<file path="src/rtl/mul_div_unit_if.sv">
// Handshake and result bus for mul_div_unit: operation request, move-to-HI/LO
// strobes and the registered HI/LO results.
interface mul_div_unit_if #(
    parameter int WIDTH = 32
) ();
    logic             start;
    logic [1:0]       op;
    logic [WIDTH-1:0] src_a;
    logic [WIDTH-1:0] src_b;
    logic             hi_write;
    logic             lo_write;
    logic [WIDTH-1:0] write_data;
    logic             busy;
    logic             done;
    logic [WIDTH-1:0] hi;
    logic [WIDTH-1:0] lo;
    logic             div_by_zero;

    modport master (
        output start, op, src_a, src_b, hi_write, lo_write, write_data,
        input  busy, done, hi, lo, div_by_zero
    );

    modport slave (
        input  start, op, src_a, src_b, hi_write, lo_write, write_data,
        output busy, done, hi, lo, div_by_zero
    );
endinterface

</file>
<file path="src/rtl/mul_div_unit.sv">
// Iterative HI/LO multiply/divide unit: WIDTH-step shift-add / restoring divide on
// magnitudes, then a sign fix. Define MULDIV_DIV_EN to include the divide datapath.
module mul_div_unit #(
    parameter int WIDTH = 32,
    parameter int CNT_W = $clog2(WIDTH) + 1
) (
    input  logic          clk,
    input  logic          reset,
    mul_div_unit_if.slave bus
);
    typedef enum logic [1:0] {IDLE, CALC, FIX} state_t;

    state_t             r_state;
    logic [CNT_W-1:0]   r_cnt;
    logic               r_neg_a;
    logic               r_neg_b;
    logic [WIDTH-1:0]   r_b_mag;
    logic [WIDTH-1:0]   r_acc_hi;
    logic [WIDTH-1:0]   r_acc_lo;
    logic [WIDTH-1:0]   r_hi;
    logic [WIDTH-1:0]   r_lo;
    logic               r_busy;
    logic               r_done;

    logic               w_a_neg;
    logic               w_b_neg;
    logic [WIDTH-1:0]   w_a_mag;
    logic [WIDTH-1:0]   w_b_mag;
    logic [WIDTH:0]     w_mul_sum;
    logic [2*WIDTH-1:0] w_prod;
    logic [2*WIDTH-1:0] w_prod_fix;

    // Sign flags already fold in the signed-op bit, so unsigned ops never negate
    always_comb begin
        w_a_neg    = bus.op[0] & bus.src_a[WIDTH-1];
        w_b_neg    = bus.op[0] & bus.src_b[WIDTH-1];
        w_a_mag    = w_a_neg ? -bus.src_a : bus.src_a;
        w_b_mag    = w_b_neg ? -bus.src_b : bus.src_b;
        w_mul_sum  = {1'b0, r_acc_hi} + (r_acc_lo[0] ? {1'b0, r_b_mag} : '0);
        w_prod     = {r_acc_hi, r_acc_lo};
        w_prod_fix = (r_neg_a ^ r_neg_b) ? -w_prod : w_prod;
    end

`ifdef MULDIV_DIV_EN
    logic [1:0]       r_op;
    logic             r_dbz;
    logic [WIDTH:0]   w_div_shift;
    logic             w_div_ge;
    logic [WIDTH-1:0] w_div_diff;
    logic [WIDTH-1:0] w_rem_fix;
    logic [WIDTH-1:0] w_quo_fix;

    // A zero divisor makes every step subtract: quotient all ones, remainder = |a|
    always_comb begin
        w_div_shift = {r_acc_hi, r_acc_lo[WIDTH-1]};
        w_div_ge    = w_div_shift >= {1'b0, r_b_mag};
        w_div_diff  = w_div_shift[WIDTH-1:0] - r_b_mag;
        w_rem_fix   = r_neg_a ? -r_acc_hi : r_acc_hi;
        w_quo_fix   = (r_neg_a ^ r_neg_b) ? -r_acc_lo : r_acc_lo;
    end
`endif

    always_ff @(posedge clk or posedge reset) begin
        if (reset) begin
            r_state  <= IDLE;
            r_cnt    <= '0;
            r_neg_a  <= 1'b0;
            r_neg_b  <= 1'b0;
            r_b_mag  <= '0;
            r_acc_hi <= '0;
            r_acc_lo <= '0;
            r_hi     <= '0;
            r_lo     <= '0;
            r_busy   <= 1'b0;
            r_done   <= 1'b0;
`ifdef MULDIV_DIV_EN
            r_op     <= '0;
            r_dbz    <= 1'b0;
`endif
        end else begin
            r_done <= 1'b0;
            case (r_state)
                IDLE: begin
                    if (bus.start) begin
                        r_neg_a  <= w_a_neg;
                        r_neg_b  <= w_b_neg;
                        r_b_mag  <= w_b_mag;
                        r_acc_hi <= '0;
                        r_acc_lo <= w_a_mag;
                        r_cnt    <= '0;
`ifdef MULDIV_DIV_EN
                        r_op     <= bus.op;
                        r_dbz    <= 1'b0;
                        r_busy   <= 1'b1;
                        r_state  <= CALC;
`else
                        if (bus.op[1]) begin
                            r_done <= 1'b1;
                        end else begin
                            r_busy  <= 1'b1;
                            r_state <= CALC;
                        end
`endif
                    end else begin
                        if (bus.hi_write) r_hi <= bus.write_data;
                        if (bus.lo_write) r_lo <= bus.write_data;
                    end
                end

                CALC: begin
                    r_cnt <= r_cnt + CNT_W'(1);
                    if (r_cnt == CNT_W'(WIDTH - 1)) r_state <= FIX;
`ifdef MULDIV_DIV_EN
                    if (r_op[1]) begin
                        r_acc_hi <= w_div_ge ? w_div_diff : w_div_shift[WIDTH-1:0];
                        r_acc_lo <= {r_acc_lo[WIDTH-2:0], w_div_ge};
                    end else
`endif
                    begin
                        r_acc_hi <= w_mul_sum[WIDTH:1];
                        r_acc_lo <= {w_mul_sum[0], r_acc_lo[WIDTH-1:1]};
                    end
                end

                FIX: begin
                    r_busy  <= 1'b0;
                    r_done  <= 1'b1;
                    r_state <= IDLE;
`ifdef MULDIV_DIV_EN
                    if (r_op[1]) begin
                        r_hi  <= w_rem_fix;
                        r_lo  <= (r_b_mag == '0) ? '1 : w_quo_fix;
                        r_dbz <= (r_b_mag == '0);
                    end else
`endif
                    begin
                        r_hi <= w_prod_fix[2*WIDTH-1:WIDTH];
                        r_lo <= w_prod_fix[WIDTH-1:0];
                    end
                end

                default: r_state <= IDLE;
            endcase
        end
    end

    assign bus.busy = r_busy;
    assign bus.done = r_done;
    assign bus.hi   = r_hi;
    assign bus.lo   = r_lo;
`ifdef MULDIV_DIV_EN
    assign bus.div_by_zero = r_dbz;
`else
    assign bus.div_by_zero = 1'b0;
`endif
endmodule

</file>
<file path="src/flat_wrapper.sv">
// flat-port wrapper written by rule: the top's interface ports become plain ports
module mul_div_unit_flat 
#(
    parameter int WIDTH = 32,
    parameter int CNT_W = $clog2(WIDTH) + 1
)
  (clk, reset, bus_start, bus_op, bus_src_a, bus_src_b, bus_hi_write, bus_lo_write, bus_write_data, bus_busy, bus_done, bus_hi, bus_lo, bus_div_by_zero);
  mul_div_unit_if #(.WIDTH(WIDTH)) bus_i ();
  input  logic clk;
  input  logic reset;
  input wire logic [$bits(bus_i.start)-1:0] bus_start;
  input wire logic [$bits(bus_i.op)-1:0] bus_op;
  input wire logic [$bits(bus_i.src_a)-1:0] bus_src_a;
  input wire logic [$bits(bus_i.src_b)-1:0] bus_src_b;
  input wire logic [$bits(bus_i.hi_write)-1:0] bus_hi_write;
  input wire logic [$bits(bus_i.lo_write)-1:0] bus_lo_write;
  input wire logic [$bits(bus_i.write_data)-1:0] bus_write_data;
  output wire logic [$bits(bus_i.busy)-1:0] bus_busy;
  output wire logic [$bits(bus_i.done)-1:0] bus_done;
  output wire logic [$bits(bus_i.hi)-1:0] bus_hi;
  output wire logic [$bits(bus_i.lo)-1:0] bus_lo;
  output wire logic [$bits(bus_i.div_by_zero)-1:0] bus_div_by_zero;
  assign bus_i.start = bus_start;
  assign bus_i.op = bus_op;
  assign bus_i.src_a = bus_src_a;
  assign bus_i.src_b = bus_src_b;
  assign bus_i.hi_write = bus_hi_write;
  assign bus_i.lo_write = bus_lo_write;
  assign bus_i.write_data = bus_write_data;
  assign bus_busy = bus_i.busy;
  assign bus_done = bus_i.done;
  assign bus_hi = bus_i.hi;
  assign bus_lo = bus_i.lo;
  assign bus_div_by_zero = bus_i.div_by_zero;
  mul_div_unit #(.WIDTH(WIDTH), .CNT_W(CNT_W)) u_core (.clk(clk), .reset(reset), .bus(bus_i));
endmodule
</file>
<file path="config.mk">
export PLATFORM = sky130hd
export DESIGN_NAME = mul_div_unit_flat
export DESIGN_NICKNAME = d
export VERILOG_FILES = /design/src/rtl/mul_div_unit_if.sv /design/src/rtl/mul_div_unit.sv /design/src/flat_wrapper.sv
export SDC_FILE = /design/constraint.sdc
export NUM_CORES = 1
export LEC_CHECK = 0
export ABC_AREA = 1
export ABC_CLOCK_PERIOD_IN_PS = 8950
export BUFFER_PORTS_ARGS = -buffer_cell sky130_fd_sc_hd__buf_4
export CORE_MARGIN = 5
export CORE_UTILIZATION = 35
export CTS_CLUSTER_SIZE = 40
export DETAILED_ROUTE_END_ITERATION = 8
export PLACE_DENSITY = 0.52
export SLEW_MARGIN = 20
export SYNTH_ARGS = -nofsm -noshare
export SYNTH_HDL_FRONTEND = slang
export SYNTH_SLANG_ARGS = --single-unit
</file>
<file path="constraint.sdc">
create_clock -name clk -period 8.95 [get_ports clk]
set_input_delay 1.79 -clock clk [delete_from_list [all_inputs] [get_ports clk]]
set_output_delay 1.79 -clock clk [all_outputs]
set_load 0.02 [all_outputs]
</file>
==> metrics.cfg, run 1 <==
[outcome]
outcome=finished, final reports clean

[logic_synthesis]
synth_top_cell_by_area=dfrtp_1
yosysWarnings=0
syn_nets=2260
synth_seq_cells=172
synth_area_um2=13600
synth_area_leaders=dfrtp_1, nand2_1, inv_1, nand3_1, nor2_1
synth_cells=2120
synth_cell_type_count=54
synth_top_area_frac=0.3164
avgSynthCellArea_um2=6.417
yosysSeqAreaShare=0.3164

[floorplanning]
dieArea_um2=42910
io_pins=170
die_h_um=207.1
fp.coreArea_um2=38560
die_w_um=207.1
core.rowCount=72
start_util=0.3528

[layout]
diodes=0
fin_area_um2=15850
final_common_cell=nand2_1
drive_above_1_share=0.1220
fin_nets=2390
syn_to_final_growth_pct=16.55
layout_common_cells=nand2_1, inv_1, nor2_1
final_cells=2781

[clock_tree]
post_cts_buffers=0
clock_latency_ns=0.45
ctsLongestPathBuffers=2
cts_tree=done
htreeDepth=4
cts_hold_buf=0
path_clk_slew_ns=0.08
cts_resized=0
clock-root-buffer=clkbuf_16
clkSinkCount=172
cts_buffers=17

[setup_path]
critPathKind=input port to flip-flop
worstPathArrival_ns=3.77
worst_path_largest_cell_delay_ns=0.45
critPathMostFrequentCell=buf_4
path_delay_family=simple AND/OR/NAND/NOR gates
worst-endpoint-required_ns=9.29
cp-end-kind=flip-flop
crit_chain=buf_4, nand2_2, nor2_8, nor2_4, o21ai_2, buf_4, inv_2, or2_0, a21boi_1
crit_fanout=37
worst-path-buf-inv=3
cpMaxStageDelayCell=nor2_8
crit_path_start_kind=input port

[pwr]
p_comb_frac=0.578
swShare=0.5235
ir_drop_mv=0.1493
seqPwrFrac=0.290
intPower_uw=2719
pwr-share-clk=0.132
p_sw_uw=2987
p_leak_uw=0.007943
powerDensity_nw_per_um2=360.0

[route]
wl_mm=50.65
first_pass_iters=6
drc=0
num_vias=14160
drtIter0Drc=1181
avgViaCountPerCell=5.090
drtAntennaViolNets=0
drt-wirelength-per-cell_um=18.21

[run]
maxCapViolations=0

[sta]
setup_tns_ns=0
finalSetupViolCount=0
maxSlewHeadroom=0.2687
hold_viol_final=0
clock.fmax_mhz=291.7
report.final.slew_viol_count=0
fin_crit_ns=3.428
period_share=0.3831
worst_slew_pin_slew_ns=1.097
grt_setup_unrepaired=no
fin_skew_ns=0.01382

[global_route]
grt_pass1_wl_mm=78.62
grt_overflow=0
first_global_vias=13450
grt_max_degree=70
grt_util_all_layers=0.2295
antenna_found_initial=0

[placement]
dp_hpwl_mm=40.29
dpl_cell_area_um2=15280
port_buffers=168
place_congestion=0.9535
dp.cells=2749

[hold_path]
min_path_type=flip-flop to flip-flop

## logic make-up after synthesis
logic type,Yosys count,share of synthesized area
AO/OA/AOI/OAI,386,0.1738
XOR/XNOR,35,0.02254
adder cells (fa/ha/maj),37,0.03458
other,1,0.0002757
AND/OR/NAND/NOR,1136,0.3494
buffers and inverters,353,0.1029
flip-flops,172,0.3164
## sequential cells by signal (all words and copies together) (netlist names)
register and flops:
u_core.bus.hi 32, u_core.bus.lo 32, u_core.r_acc_hi 32, u_core.r_acc_lo 32, u_core.r_b_mag 32, u_core.r_cnt 6
u_core.r_state 2, u_core.bus.busy 1, u_core.bus.done 1, u_core.r_neg_a 1, u_core.r_neg_b 1
## worst register-to-register path, stage by stage, from the launching register on
cell and delay, ns:
dfrtp_1 0.32, buf_4 0.33, nand2_1 0.25, inv_1 0.10, ha_1 0.18, inv_1 0.09
fa_1 0.37, inv_1 0.11, nand2_1 0.10, nand2_1 0.06, o21ai_0 0.14, o21ai_0 0.43
nand3_1 0.18, nand3_1 0.18, nand2_1 0.09, nand2_1 0.06, nand2_1 0.04, nand2_1 0.08
## power by group through the flow
stage	clock network (uW)	logic, uW	registers (uW)
6_report	752	3300	1660
2_1_floorplan	0	2190	1600
3_3_place_gp	0	3250	1650
4_1_cts	765	3300	1640
5_1_grt	796	3710	1690
3_5_place_dp	0	3290	1650
## layer usage
layer  wire [um]  global-route usage  share of wire
met5           0                   0              0
met4        1054             0.05837          0.021
met3        2974             0.03056          0.059
met2       21800              0.3467           0.43
met1       24820              0.3465           0.49
## area by class of cell
type	instances	area (um^2)
timing repair buffer	178	1336
sequential	172	4304
clock inverter	13	131.4
fill	4219	22700
tap	518	648.1
multi-input combinational	1595	7911
inverter	286	1080
clock buffer	19	442.9
## Yosys cell counts (all sizes together)
library cell	count
a2bb2oi	28
a22o	1
fa	1
o21bai	7
o31ai	4
and2	1
a21boi	31
a22oi	28
nand3	191
buf	36
dfrtp	172
clkinv	2
conb	1
nand4	13
xor2	34
a31o	2
o21a	3
inv	284
nor2	260
a21oi	110
o211ai	1
nor4	1
nand2	632
nand3b	7
o221ai	2
xnor2	1
or2	14
o21ai	157
nor3b	1
ha	36
a31oi	3
clkbuf	31
nor3	16
o22ai	9
## final timing paths
kind / from / endpoint / slack [ns] / cells past startpoint
setup / recovery: bus_start / u_core.bus.lo[26]$_DFFE_PP0P_ / 5.52 / 9
hold / removal: u_core.r_cnt[5]$_DFFE_PP0P_ / u_core.r_state[1]$_DFFE_PP0P_ / 0.48 / 1
setup reg to reg: u_core.r_acc_lo[0]$_DFFE_PP0P_ / u_core.r_acc_hi[31]$_DFFE_PP0P_ / 5.79 / 17
hold reg to reg: u_core.r_cnt[5]$_DFFE_PP0P_ / u_core.r_state[1]$_DFFE_PP0P_ / 0.48 / 1
max in group asynchronous: reset / u_core.r_cnt[2]$_DFFE_PP0P_ / 6.35 / 3
min in group asynchronous: reset / u_core.r_acc_hi[3]$_DFFE_PP0P_ / 1.35 / 2
## through the flow
step / hold slack (ns) / power, uW / setup slack (ns) / utilization
after floorplan: 0.4284 / 3794 / 2.500 / -
after global routing: 0.4885 / 6202 / 5.392 / 0.4112
after CTS: 0.4675 / 5703 / 5.564 / 0.4112
final: 0.4762 / 5707 / 5.522 / 0.4112
after global placement: 0.4446 / 4894 / 5.065 / 0.3963
after detailed placement: 0.4580 / 4943 / 5.085 / 0.3963
Power figures use the tool's default switching activity.
==> run 2: changes to the inputs <==
--- a/config.mk
+++ b/config.mk
@@ -5,8 +5,8 @@
 export SDC_FILE = /design/constraint.sdc
 export NUM_CORES = 1
 export LEC_CHECK = 0
-export ABC_AREA = 1
-export ABC_CLOCK_PERIOD_IN_PS = 8950
+export ABC_AREA = 0
+export ABC_CLOCK_PERIOD_IN_PS = 3200
 export BUFFER_PORTS_ARGS = -buffer_cell sky130_fd_sc_hd__buf_4
 export CORE_MARGIN = 5
 export CORE_UTILIZATION = 35
==> constraint.sdc (replaced) <==
create_clock -name clk -period 3.2 [get_ports clk]
set_input_delay 0.64 -clock clk [delete_from_list [all_inputs] [get_ports clk]]
set_output_delay 0.64 -clock clk [all_outputs]
set_load 0.02 [all_outputs]
==> run 2 against run 1 <==
Against the previous run:
- clock skew hardly changed
- first-iteration DRC count is 31% lower
- register-to-register slack got worse by 5.6 ns
- clock power rose to 2.9 times the previous value
- cell count down 28%
- die area fell by 14%
- combinational power rose by 68%
- core utilization increased by 2.4 points
- sequential share of layout area increased by 3.2 points
- critical path depth up 3
==> metrics.cfg, run 2 <==
[outcome]
outcome=finished, final reports clean  ; unchanged

[clock_tree]
clock_latency_ns=0.43  ; was 0.45 ns
cts_resized=0  ; unchanged
post_cts_buffers=0  ; unchanged
cts_hold_buf=0  ; unchanged
htreeDepth=4  ; unchanged
cts_tree=done  ; unchanged
clock-root-buffer=clkbuf_16  ; unchanged
cts_buffers=17  ; unchanged
clkSinkCount=172  ; unchanged
path_clk_slew_ns=0.07  ; was 0.08 ns
ctsLongestPathBuffers=2  ; unchanged

[logic_synthesis]
synth_seq_cells=172  ; unchanged
synthArstFlopShare=1.000  ; unchanged
yosys.cell_count.top_type=o21ai_0  ; was nand2_1
synth_cells=1377  ; was 2120
synthFlopType=dfrtp_1  ; unchanged
syn_nets=1517  ; was 2260
synth_cell_type_count=79  ; was 54
yosysWarnings=0  ; unchanged
avgSynthCellArea_um2=8.407  ; was 6.417 um^2
synth_top_cell_by_area=dfrtp_1  ; unchanged
synth_top_area_frac=0.3718  ; was 0.3164
synth_area_leaders=dfrtp_1, o21ai_0, xnor2_1, a21oi_1, nand2_1  ; was dfrtp_1, nand2_1, inv_1, nand3_1, nor2_1
yosys-top-cells-count=o21ai_0, dfrtp_1, nand2_1, a21oi_1, nor2_1  ; was nand2_1, inv_1, nor2_1, nand3_1, dfrtp_1
synth_area_um2=11580  ; was 13600 um^2
synth_edf_count=0  ; unchanged
yosysSeqAreaShare=0.3718  ; was 0.3164

[floorplanning]
die_w_um=191.9  ; was 207.1 um
start_util=0.3549  ; was 0.3528
io_pins=170  ; unchanged
fp.coreArea_um2=32620  ; was 38560 um^2
dieArea_um2=36810  ; was 42910 um^2
core.rowCount=66  ; was 72
die_h_um=191.9  ; was 207.1 um

[route]
avgViaCountPerCell=5.470  ; was 5.090
drtAntennaViolNets=0  ; unchanged
num_vias=10930  ; was 14160
wl_mm=41.93  ; was 50.65 mm
first_pass_iters=6  ; unchanged
drtIter0Drc=814  ; was 1181
drt-wirelength-per-cell_um=20.99  ; was 18.21 um
drc=0  ; unchanged

[placement]
dp.cells=1966  ; was 2749
dp_hpwl_mm=33.17  ; was 40.29 mm
dpl_worst_slack_ns=0.1783  ; was 5.085 ns
place_congestion=0.9371  ; was 0.9535
port_buffers=168  ; unchanged

[pwr]
pwr-share-clk=0.187  ; was 0.132
seqPwrFrac=0.329  ; was 0.290
p_sw_uw=5136  ; was 2987 uW
intPower_uw=6320  ; was 2719 uW
ir_drop_mv=0.4555  ; was 0.1493 mV
p_leak_uw=0.006162  ; was 0.007943 uW
p_total_uw=11460  ; was 5707 uW
powerDensity_nw_per_um2=806.9  ; was 360.0 nW/um^2
p_comb_frac=0.484  ; was 0.578
swShare=0.4483  ; was 0.5235

[layout]
final_cells=1998  ; was 2781
drive_above_1_share=0.1870  ; was 0.1220
layout_common_cells=buf_4, o21ai_0, dfrtp_1  ; was nand2_1, inv_1, nor2_1
fin_nets=1683  ; was 2390
syn_to_final_growth_pct=22.64  ; was 16.55%
final_common_cell=buf_4  ; was nand2_1
fillers=3277  ; was 4219
diodes=0  ; unchanged

[setup_path]
crit_fanout=3  ; was 37
worstPathArrival_ns=3.32  ; was 3.77 ns
critPathKind=flip-flop to flip-flop  ; was input port to flip-flop
ff2ff_setup_slack_ns=0.20  ; was 5.79 ns
worst-endpoint-required_ns=3.52  ; was 9.29 ns
cp-end-kind=flip-flop  ; unchanged
startpoint=u_core.r_acc_lo[0]$_DFFE_PP0P_  ; was bus_start
ff2ff_path_depth=12  ; was 17
rr_endpoint=u_core.r_acc_hi[27]$_DFFE_PP0P_  ; was u_core.r_acc_hi[31]$_DFFE_PP0P_
crit_path_start_kind=flip-flop  ; was input port
reg2reg_from=u_core.r_acc_lo[0]$_DFFE_PP0P_  ; unchanged

[global_route]
gr-usage-met1=0.3434  ; was 0.3465
antenna_found_initial=0  ; unchanged
grt_util_all_layers=0.2243  ; was 0.2295
met2_usage=0.3309  ; was 0.3467
grt_max_degree=127  ; was 70
grt_use_met3=0.03599  ; was 0.03056
top_usage_layer=met1  ; was met2
grt_pass1_wl_mm=63.88  ; was 78.62 mm
grt_overflow=0  ; unchanged
first_global_vias=10540  ; was 13450

[sta]
holdWs_ns=0.3868  ; was 0.4762 ns
grt_setup_unrepaired=no  ; unchanged
period_share=0.9377
finalSetupViolCount=0  ; unchanged
setup_tns_ns=0  ; unchanged
fin_skew_ns=0.01349  ; was 0.01382 ns
setup_slack_ns=0.1995  ; was 5.522 ns
clock.fmax_mhz=333.3
fin_crit_ns=3.001
hold_viol_final=0  ; unchanged
worst_slew_pin_slew_ns=1.097  ; about the same
maxSlewHeadroom=0.2659  ; was 0.2687
report.final.slew_viol_count=0  ; unchanged

[run]
maxCapViolations=0  ; unchanged

[hold_path]
min_path_type=input port to asynchronous set/reset pin  ; was flip-flop to flip-flop

run 2: cell count changes after synthesis, moves of 30 or more:
cell,delta
o21ai_0,+33
nor2_1,-147
nand2_1,-461
and2_1,+37
xnor2_1,+76
xor2_1,+30
clkbuf_1,+37
nand3_1,-174
inv_1,-258
run 2: layout make-up:
type	instances	area, um^2	share of cell area
multi-input cells	1109	6924	0.4877
flip-flops and latches	172	4304	0.3032
repair buffers	225	1752	0.1234
well taps	442	553.0	0.03895
clock buffers	19	432.9	0.03049
clock inverters	13	160.2	0.01128
inverters	18	71.32	0.005023
run 2: critical path, cell delays in order, from the launching register on:
cell	delay, ns
dfrtp_1	0.39
and2_1	0.14
ha_1	0.20
inv_1	0.07
fa_1	0.41
nor2b_1	0.17
o2111ai_1	0.15
nand2_1	0.12
a41oi_1	0.24
o31a_1	0.43
o31ai_1	0.33
xnor2_1	0.15
o21ai_0	0.08
run 2: how the worst max path moves through the flow:
stage                                 endpoint  depth (start not counted)
6_report       u_core.r_acc_hi[27]$_DFFE_PP0P_                         12
5_1_grt        u_core.r_acc_hi[30]$_DFFE_PP0P_                         11
4_1_cts        u_core.r_acc_hi[30]$_DFFE_PP0P_                         11
3_5_place_dp   u_core.r_acc_lo[24]$_DFFE_PP0P_                          9
3_3_place_gp   u_core.r_acc_lo[24]$_DFFE_PP0P_                          9
2_1_floorplan  u_core.r_acc_hi[27]$_DFFE_PP0P_                         13
run 2: logic make-up after synthesis:
kind of cell               Yosys count  synth area share
AOI/OAI and AO/OA                  472            0.2443
and+or+nand+nor                    450            0.1957
DFF                                172            0.3718
xor gates and xnor gates           141            0.1067
buffers and inverters               96           0.03350
adders and majority gates           37           0.04064
muxes                                8          0.007026
other                                1         0.0003239
run 2: metrics by stage:
stage	instance area (um^2)	util
detailed placement	13590	0.4168
global route	14200	0.4353
floorplan	11580	-
finish	14200	0.4353
global placement	13590	0.4168
CTS	14190	0.4349
run 2: power groups by stage:
stage	Combinational, uW	Clock (uW)	Sequential (uW)
global route	6070	2280	3850
floorplan	3260	0	3740
CTS	5490	2180	3750
detailed placement	5460	0	3790
finish	5540	2150	3770
global placement	5460	0	3780
run 2: layer usage:
metal  share of wire  wire length (um)
met5               0                 0
met4           0.018               765
met3           0.072              3005
met2            0.42             17720
met1            0.49             20440
